## config.mk

```make
export PLATFORM = sky130hd
export DESIGN_NAME = cache_mem_arbiter
export DESIGN_NICKNAME = d
export VERILOG_FILES = /design/src/rtl/cache_mem_arbiter.sv
export SDC_FILE = /design/constraint.sdc
export NUM_CORES = 1
export LEC_CHECK = 0
export CAP_MARGIN = 20
export CORE_MARGIN = 8
export CORE_UTILIZATION = 37
export DETAILED_ROUTE_END_ITERATION = 8
export HOLD_SLACK_MARGIN = 0.05
export PLACE_DENSITY = 0.95
export SLEW_MARGIN = 25
export SYNTH_ARGS = -nofsm -noshare
export SYNTH_HDL_FRONTEND = slang
export SYNTH_SLANG_ARGS = --single-unit
export TNS_END_PERCENT = 10
```

## constraint.sdc

```tcl
create_clock -name clk -period 2.3 [get_ports clk]
set_input_delay 0.46 -clock clk [delete_from_list [all_inputs] [get_ports clk]]
set_output_delay 0.46 -clock clk [all_outputs]
set_load 0.01 [all_outputs]
```

## src/rtl/cache_mem_arbiter.sv

```systemverilog
// Shares one multi-cycle memory between the I/D cache controllers:
// block fills for either side plus D-side write-through stores.
module cache_mem_arbiter #(
    parameter int ADDR_W  = 16,
    parameter int DATA_W  = 16,
    parameter int WORDS   = 8,
    parameter int MEM_LAT = 4
) (
    input  logic              clk,
    input  logic              rst_n,
    input  logic              i_miss,
    input  logic [ADDR_W-1:0] i_miss_addr,
    output logic              i_stall,
    output logic              i_write_data,
    output logic              i_write_tag,
    input  logic              d_miss,
    input  logic [ADDR_W-1:0] d_miss_addr,
    output logic              d_stall,
    output logic              d_write_data,
    output logic              d_write_tag,
    output logic [ADDR_W-1:0] fill_addr,
    output logic [DATA_W-1:0] fill_data,
    input  logic              d_wr,
    input  logic [ADDR_W-1:0] d_wr_addr,
    input  logic [DATA_W-1:0] d_wr_data,
    output logic              d_wr_ack,
    output logic              mem_en,
    output logic              mem_wr,
    output logic [ADDR_W-1:0] mem_addr,
    output logic [DATA_W-1:0] mem_wdata,
    input  logic [DATA_W-1:0] mem_rdata,
    input  logic              mem_data_valid
);

    localparam int CNT_W = $clog2(WORDS) + 1;
    localparam logic [ADDR_W-1:0] OFF_MASK = ADDR_W'(2 * WORDS - 1);

    typedef enum logic { IDLE, FILL } state_t;
    typedef enum logic { OWN_I, OWN_D } side_t;

    state_t            state;
    side_t             owner;
    side_t             last_grant;
    logic [ADDR_W-1:0] base;
    logic [CNT_W-1:0]  issue_cnt;
    logic [CNT_W-1:0]  rcv_cnt;
    logic [MEM_LAT-1:0] rd_pipe;

    logic              in_idle;
    logic              in_fill;
    logic              wr_go;
    logic              grant;
    logic              grant_d;
    logic              issuing;
    logic              rcv;
    logic              rcv_last;
    logic [ADDR_W-1:0] sel_addr;

    // Everything observable is held low while reset is asserted.
    assign in_idle = rst_n && (state == IDLE);
    assign in_fill = rst_n && (state == FILL);

    assign wr_go   = in_idle && d_wr;
    assign grant   = in_idle && !d_wr && (i_miss || d_miss);
    assign grant_d = d_miss && (!i_miss || (last_grant == OWN_I));
    assign sel_addr = grant_d ? d_miss_addr : i_miss_addr;

    assign issuing = in_fill && (issue_cnt < CNT_W'(WORDS));

    // rd_pipe marks cycles where a return from this fill is due, so
    // returns left over from an aborted fill can never be consumed.
    assign rcv      = in_fill && mem_data_valid && rd_pipe[MEM_LAT-1];
    assign rcv_last = rcv && (rcv_cnt == CNT_W'(WORDS - 1));

    always_ff @(posedge clk) begin
        if (!rst_n) begin
            state      <= IDLE;
            owner      <= OWN_I;
            last_grant <= OWN_I;
            base       <= '0;
            issue_cnt  <= '0;
            rcv_cnt    <= '0;
            rd_pipe    <= '0;
        end else begin
            rd_pipe <= (rd_pipe << 1) | MEM_LAT'(issuing);
            unique case (state)
                IDLE: begin
                    if (grant) begin
                        state      <= FILL;
                        owner      <= grant_d ? OWN_D : OWN_I;
                        last_grant <= grant_d ? OWN_D : OWN_I;
                        base       <= sel_addr & ~OFF_MASK;
                        issue_cnt  <= '0;
                        rcv_cnt    <= '0;
                    end
                end
                FILL: begin
                    if (issuing) begin
                        issue_cnt <= issue_cnt + CNT_W'(1);
                    end
                    if (rcv) begin
                        rcv_cnt <= rcv_cnt + CNT_W'(1);
                    end
                    if (rcv_last) begin
                        state <= IDLE;
                    end
                end
                default: state <= IDLE;
            endcase
        end
    end

    always_comb begin
        mem_en    = 1'b0;
        mem_wr    = 1'b0;
        mem_addr  = '0;
        mem_wdata = '0;
        if (wr_go) begin
            mem_en    = 1'b1;
            mem_wr    = 1'b1;
            mem_addr  = d_wr_addr;
            mem_wdata = d_wr_data;
        end else if (issuing) begin
            mem_en   = 1'b1;
            mem_addr = base + (ADDR_W'(issue_cnt) << 1);
        end
    end

    always_comb begin
        fill_data = '0;
        fill_addr = '0;
        if (rcv) begin
            fill_data = mem_rdata;
            fill_addr = base + (ADDR_W'(rcv_cnt) << 1);
        end
    end

    assign d_wr_ack     = wr_go;
    assign i_write_data = rcv && (owner == OWN_I);
    assign d_write_data = rcv && (owner == OWN_D);
    assign i_write_tag  = rcv_last && (owner == OWN_I);
    assign d_write_tag  = rcv_last && (owner == OWN_D);

    assign i_stall = rst_n && (i_miss || (in_fill && owner == OWN_I));
    assign d_stall = rst_n && (d_miss || (in_fill && owner == OWN_D) ||
                               (d_wr && !wr_go));

endmodule

```

# [After elaboration in Yosys (flattened, before gate mapping)]
# Cells that the tools add are included.
# W data, S select, Z words.
[classes] addsub=4 order_cmp=1 eq_ne=4 n_mux=18 bitwise_logic=3 n_reduce_logical=30
[op_table] cell="$mux W16" n=6
[op_table] cell="$add A16 B5 Y16" n=2
[op_table] cell="$logic_and A1 B1 Y1" n=19
[op_table] cell="$pmux W4 S2" n=2
[op_table] cell="$mux W4" n=3
[op_table] cell="$add A4 B1 Y4 const B" n=2
[op_table] cell="$mux W1" n=6
[op_table] cell="$reduce_and A2 Y1" n=3
[op_table] cell="$logic_or A1 B1 Y1" n=5
[op_table] cell="$eq A4 B3 Y1 const B" n=1
[op_table] cell="$lt A4 B4 Y1 const B" n=1
[op_table] cell="$ne A2 B1 Y1 const B" n=2
[op_table] cell="$or A4 B1 Y4" n=1
[op_table] cell="$logic_not A1 Y1" n=3
[op_table] cell="$ne A2 B2 Y1 const B" n=1
[op_table] cell="$not A1 Y1" n=2
[op_table] cell="$pmux W1 S2" n=1
[totals] ff_bits=26 inputBits=86 out_inout_bits=73 wordCells=66

# [Logic depth before layout (Yosys ltp)]
[depth] ltp_word=7 ltp_mapped=6

# [Worst setup path before layout]
# No wires, ideal clock.
[synth_timing] kind="input-to-output" start="input rst_n" end="output i_write_tag" arrival_ns=1.495 t_required_ns=1.840 setup_slack_ns=0.345 stages=6 path_cell_list="buf_2 and4_1 buf_2 and2_1 and3b_1 nor2b_1"
[synth_between] elab_chain_cells=5
[synth_lines] element="start: declaration" line="10" rtl="input logic rst_n,"
[synth_lines] element="$logic_and A1 B1 Y1" line="61" rtl="assign in_fill = rst_n && (state == FILL);"
[synth_lines] element="$logic_and A1 B1 Y1 (2 in a row)" line="72" rtl="assign rcv = in_fill && mem_data_valid && rd_pipe[MEM_LAT-1];"
[synth_lines] element="$logic_and A1 B1 Y1" line="73" rtl="assign rcv_last = rcv && (rcv_cnt == CNT_W'(WORDS - 1));"
[synth_lines] element="$logic_and A1 B1 Y1" line="141" rtl="assign i_write_tag = rcv_last && (owner == OWN_I);"
[synth_lines] element="end: declaration" line="15" rtl="output logic i_write_tag,"
# No other way between the ends.

# [Worst setup path in the final report]
[layout_timing] start="input d_wr" end="output mem_addr[14]"
[layout_between] elab_chain_cells=2
[layout_lines] element="start: declaration" line="23" rtl="input logic d_wr,"
[layout_lines] element="$logic_and A1 B1 Y1" line="63" rtl="assign wr_go = in_idle && d_wr;"
[layout_lines] element="$mux W16" line="118" rtl="if (wr_go) begin"
[layout_lines] element="end: declaration" line="29" rtl="output logic [ADDR_W-1:0] mem_addr,"
# No other way between the ends.

==> impl_metrics.toml <==
[place]
pre_cts_ws_ns = -0.421
gp_congestion = 0.934
portBuffers = 149
postPlaceCellArea_um2 = 3750
dpl.hpwl_um = 6540

[finish]
nNetsFinal = 519
stdcell_area_um2 = 3820
multi_input_area_um2 = 1480
diodes = 0
fill_cells = 439
seq_area_um2 = 532
synthToLayoutAreaGrowth_pct = 86.4
final_layout_size_suffix_gt1_share_pct = 22.1

[sta]
finalCritPeriodShare_pct = 99.8
setup_slack_ns = 0.00507
fmax_ghz = 0.436
rsz0062_at_grt = "true"
post-route-min-period_ns = 2.29
slew_violations = 0
finalSetupViolCount = 0
hold_violations = 0
fin_skew_ns = 0.00746

[cts]
clock-root-buffer = "clkbuf_8"
cts.path.max_buffers = 2
htree_levels = 1
clock-sinks = 26
numCtsBuffers = 3
clk_pin_slew_ns = 0.09
tritoncts = "yes"
insertion_delay_ns = 0.27

[power_and_ir_drop]
power_density_nw_per_um2 = 314
vdd_drop_max_mv = 0.215
power.total_w = 0.00120
p_leak_nw = 1.79

[global_routing]
antenna_found_initial = 0
grt_overflow = 0
grt_pass1_wl_um = 13200
grt_usage_pct = 19.0
first_global_vias = 2615
grt_max_degree = 26

[drt]
ant_nets = 0
drt_pass1_iterations = 4
drc = 0
drt_iter0_drc = 132
routed_wl_um = 8110
vias_per_cell = 4.93
wire_per_inst_um = 16.3
vias = 2453

[setup_path]
timing.rr.start = "state$_SDFF_PN0_"
cpLargestDelayFamily = "buffers and inverters"
r2r_setup_slack_ns = 0.76
cp.required_ns = 1.84
critPathKind = "input port to output pin"
cpMaxStageDelayCell = "clkdlybuf4s50_1"
reg2reg_to = "base[5]$_SDFFE_PN0P_"
path_cells = "clkdlybuf4s50_1 -> and3b_2 -> buf_4 -> buf_12 -> a22o_1 -> clkdlybuf4s15_2"
end_kind = "output pin"
crit_buf_inv = 4
worst_setup_path_start_kind = "input port"
r2r_cells = 5
arrival_ns = 1.83
crit_fanout = 18
cp_slowest_stage_delay_ns = 0.42

[die]
dieHeight_um = 90.5
ios = 159
fp-row-count = 27
coreArea_um2 = 5440
die_area_um2 = 8180
die_x_um = 90.5
start_util_pct = 37.7

[min_path]
min_to = "rd_pipe[3]$_SDFF_PN0_"
hp-start = "rd_pipe[2]$_SDFF_PN0_"
worstHoldPathCells = 1
hold_class = "flop to flop"

[synthesis]
ys_ff_latch = 26
avgSynthCellArea_um2 = 7.66
ys_seq_area_share_pct = 25.4
synthCells = 268
ys_types = 39
synthesis.nets = 360
synth_area_um2 = 2050
yosys_warnings = 0

[job]
drv_cap = 0

[run_status]
outcome = "completed"
-- registers in the layout (all words and copies together) (netlist names) --
name and flops:
rcv_cnt 4, rd_pipe 4, last_grant 1, base 12, issue_cnt 4, state 1
-- cells by family (layout without fill, tap and decap cells) --
| group | after synthesis | count (layout) | synth area share [%] |
|---|---|---|---|
| AND/OR/NAND/NOR | 127 | 127 | 33.4 |
| AO/OA/AOI/OAI | 53 | 53 | 18.9 |
| buffers and inverters | 29 | 187 | 7.19 |
| flip-flops | 26 | 26 | 25.4 |
| XOR/XNOR | 23 | 23 | 9.82 |
| adder cells (fa/ha/maj) | 6 | 6 | 3.66 |
| multiplexers | 3 | 3 | 1.46 |
| other | 1 | 1 | 0.183 |
-- cells in the mapped netlist (all sizes together) --
cell type | n | share of area (%)
and2 | 43 | 13
nand2 | 28 | 5.1
dfxtp | 26 | 25
nor2 | 17 | 3.1
buf | 16 | 4.8
a22o | 15 | 6.4
a21oi | 12 | 2.9
clkbuf | 12 | 2.3
xnor2 | 12 | 5.1
xor2 | 11 | 4.7
a31o | 10 | 4.3
nand3 | 9 | 2.2
nand4 | 7 | 2.4
ha | 6 | 3.7
nor3 | 6 | 1.5
o21ai | 6 | 1.5
o21a | 4 | 1.5
a21boi | 3 | 1.1
and3 | 3 | 0.91
and3b | 3 | 1.3
mux2i | 3 | 1.5
nor2b | 3 | 0.91
nor3b | 2 | 0.73
or3 | 2 | 0.61
a21bo | 1 | 0.49
a41oi | 1 | 0.43
and4 | 1 | 0.43
conb | 1 | 0.18
inv | 1 | 0.18
nand3b | 1 | 0.37
o21bai | 1 | 0.37
or2 | 1 | 0.31
or3b | 1 | 0.43
-- stage by stage --
step	setup TNS [ns]	hold slack [ns]	cells	util, %
floorplan	0	0.412	268	-
global placement	-16.98	0.425	491	69.0
global route	-0.128	0.494	498	70.3
CTS	0	0.450	497	69.8
detailed placement	-19.62	0.422	491	69.0
finish	0	0.453	498	70.3
-- worst register-to-register path, stage by stage (launching register included) --
cell and delay, ns:
dfxtp_1 0.37, buf_4 0.18, or3b_1 0.42, buf_12 0.19, a21oi_1 0.19, a31o_2 0.13
-- repair_timing --
item | 4_1_cts | 5_1_grt
pin swaps | 4 | 7
cloned | 1 | 0
gates resized for setup | 128 | 57
hold endpoints to repair | 0 | 0
setup buffers | 1 | 1
setup endpoints to repair | 72 | 43
hold buffers | 0 | 0
-- where the power goes --
group / total [W] / switching [W] / internal, W
sequential: 0.000503 / 0.0000300 / 0.000473
clock: 0.000289 / 0.000136 / 0.000153
combinational: 0.000409 / 0.000154 / 0.000254
-- worst max-delay path by stage --
stage / start / end / slack, ns / cells past startpoint
after floorplan: rst_n / i_write_tag / 0.35 / 6
after global placement: rst_n / i_write_tag / -0.33 / 6
after detailed placement: rst_n / i_write_tag / -0.42 / 6
after CTS: mem_data_valid / i_write_tag / 0.0001 / 6
after global routing: base[4]$_SDFFE_PN0P_ / mem_addr[14] / -0.04 / 7
final: d_wr / mem_addr[14] / 0.005 / 6
-- area by class of cell --
cell class                 count  area share, %
timing repair buffer         182           43.4
inverter                       1         0.0981
sequential                    26           13.9
clock buffer                   4           1.44
tap                           72           2.36
multi-input combinational    213           38.8
-- cells in the final DEF (no fill, tap or decap), types with 5 or more instances in the layout --
master and n:
a21oi_1 12, clkbuf_2 7, clkdlybuf4s50_1 76, dlygate4sd2_1 33, nor2_1 16, dfxtp_2 6
buf_2 16, clkdlybuf4s15_1 13, nand3_1 8, a22o_1 15, xnor2_1 12, nand4_1 6
dfxtp_1 19, xor2_1 11, a31o_1 5, and2_1 42, nand2_1 28, buf_4 28
a31o_2 5
-- layer usage --
layer | wire, µm | GRT usage [%] | vias up
met4 | 72 | 3.19 | 0
met3 | 507 | 4.82 | 9
met5 | 0 | 0 | -
met1 | 3410 | 21.8 | 1105
li1 | - | - | 1229
met2 | 4120 | 34.5 | 110
No activity file was read; power rests on OpenSTA's default activity.
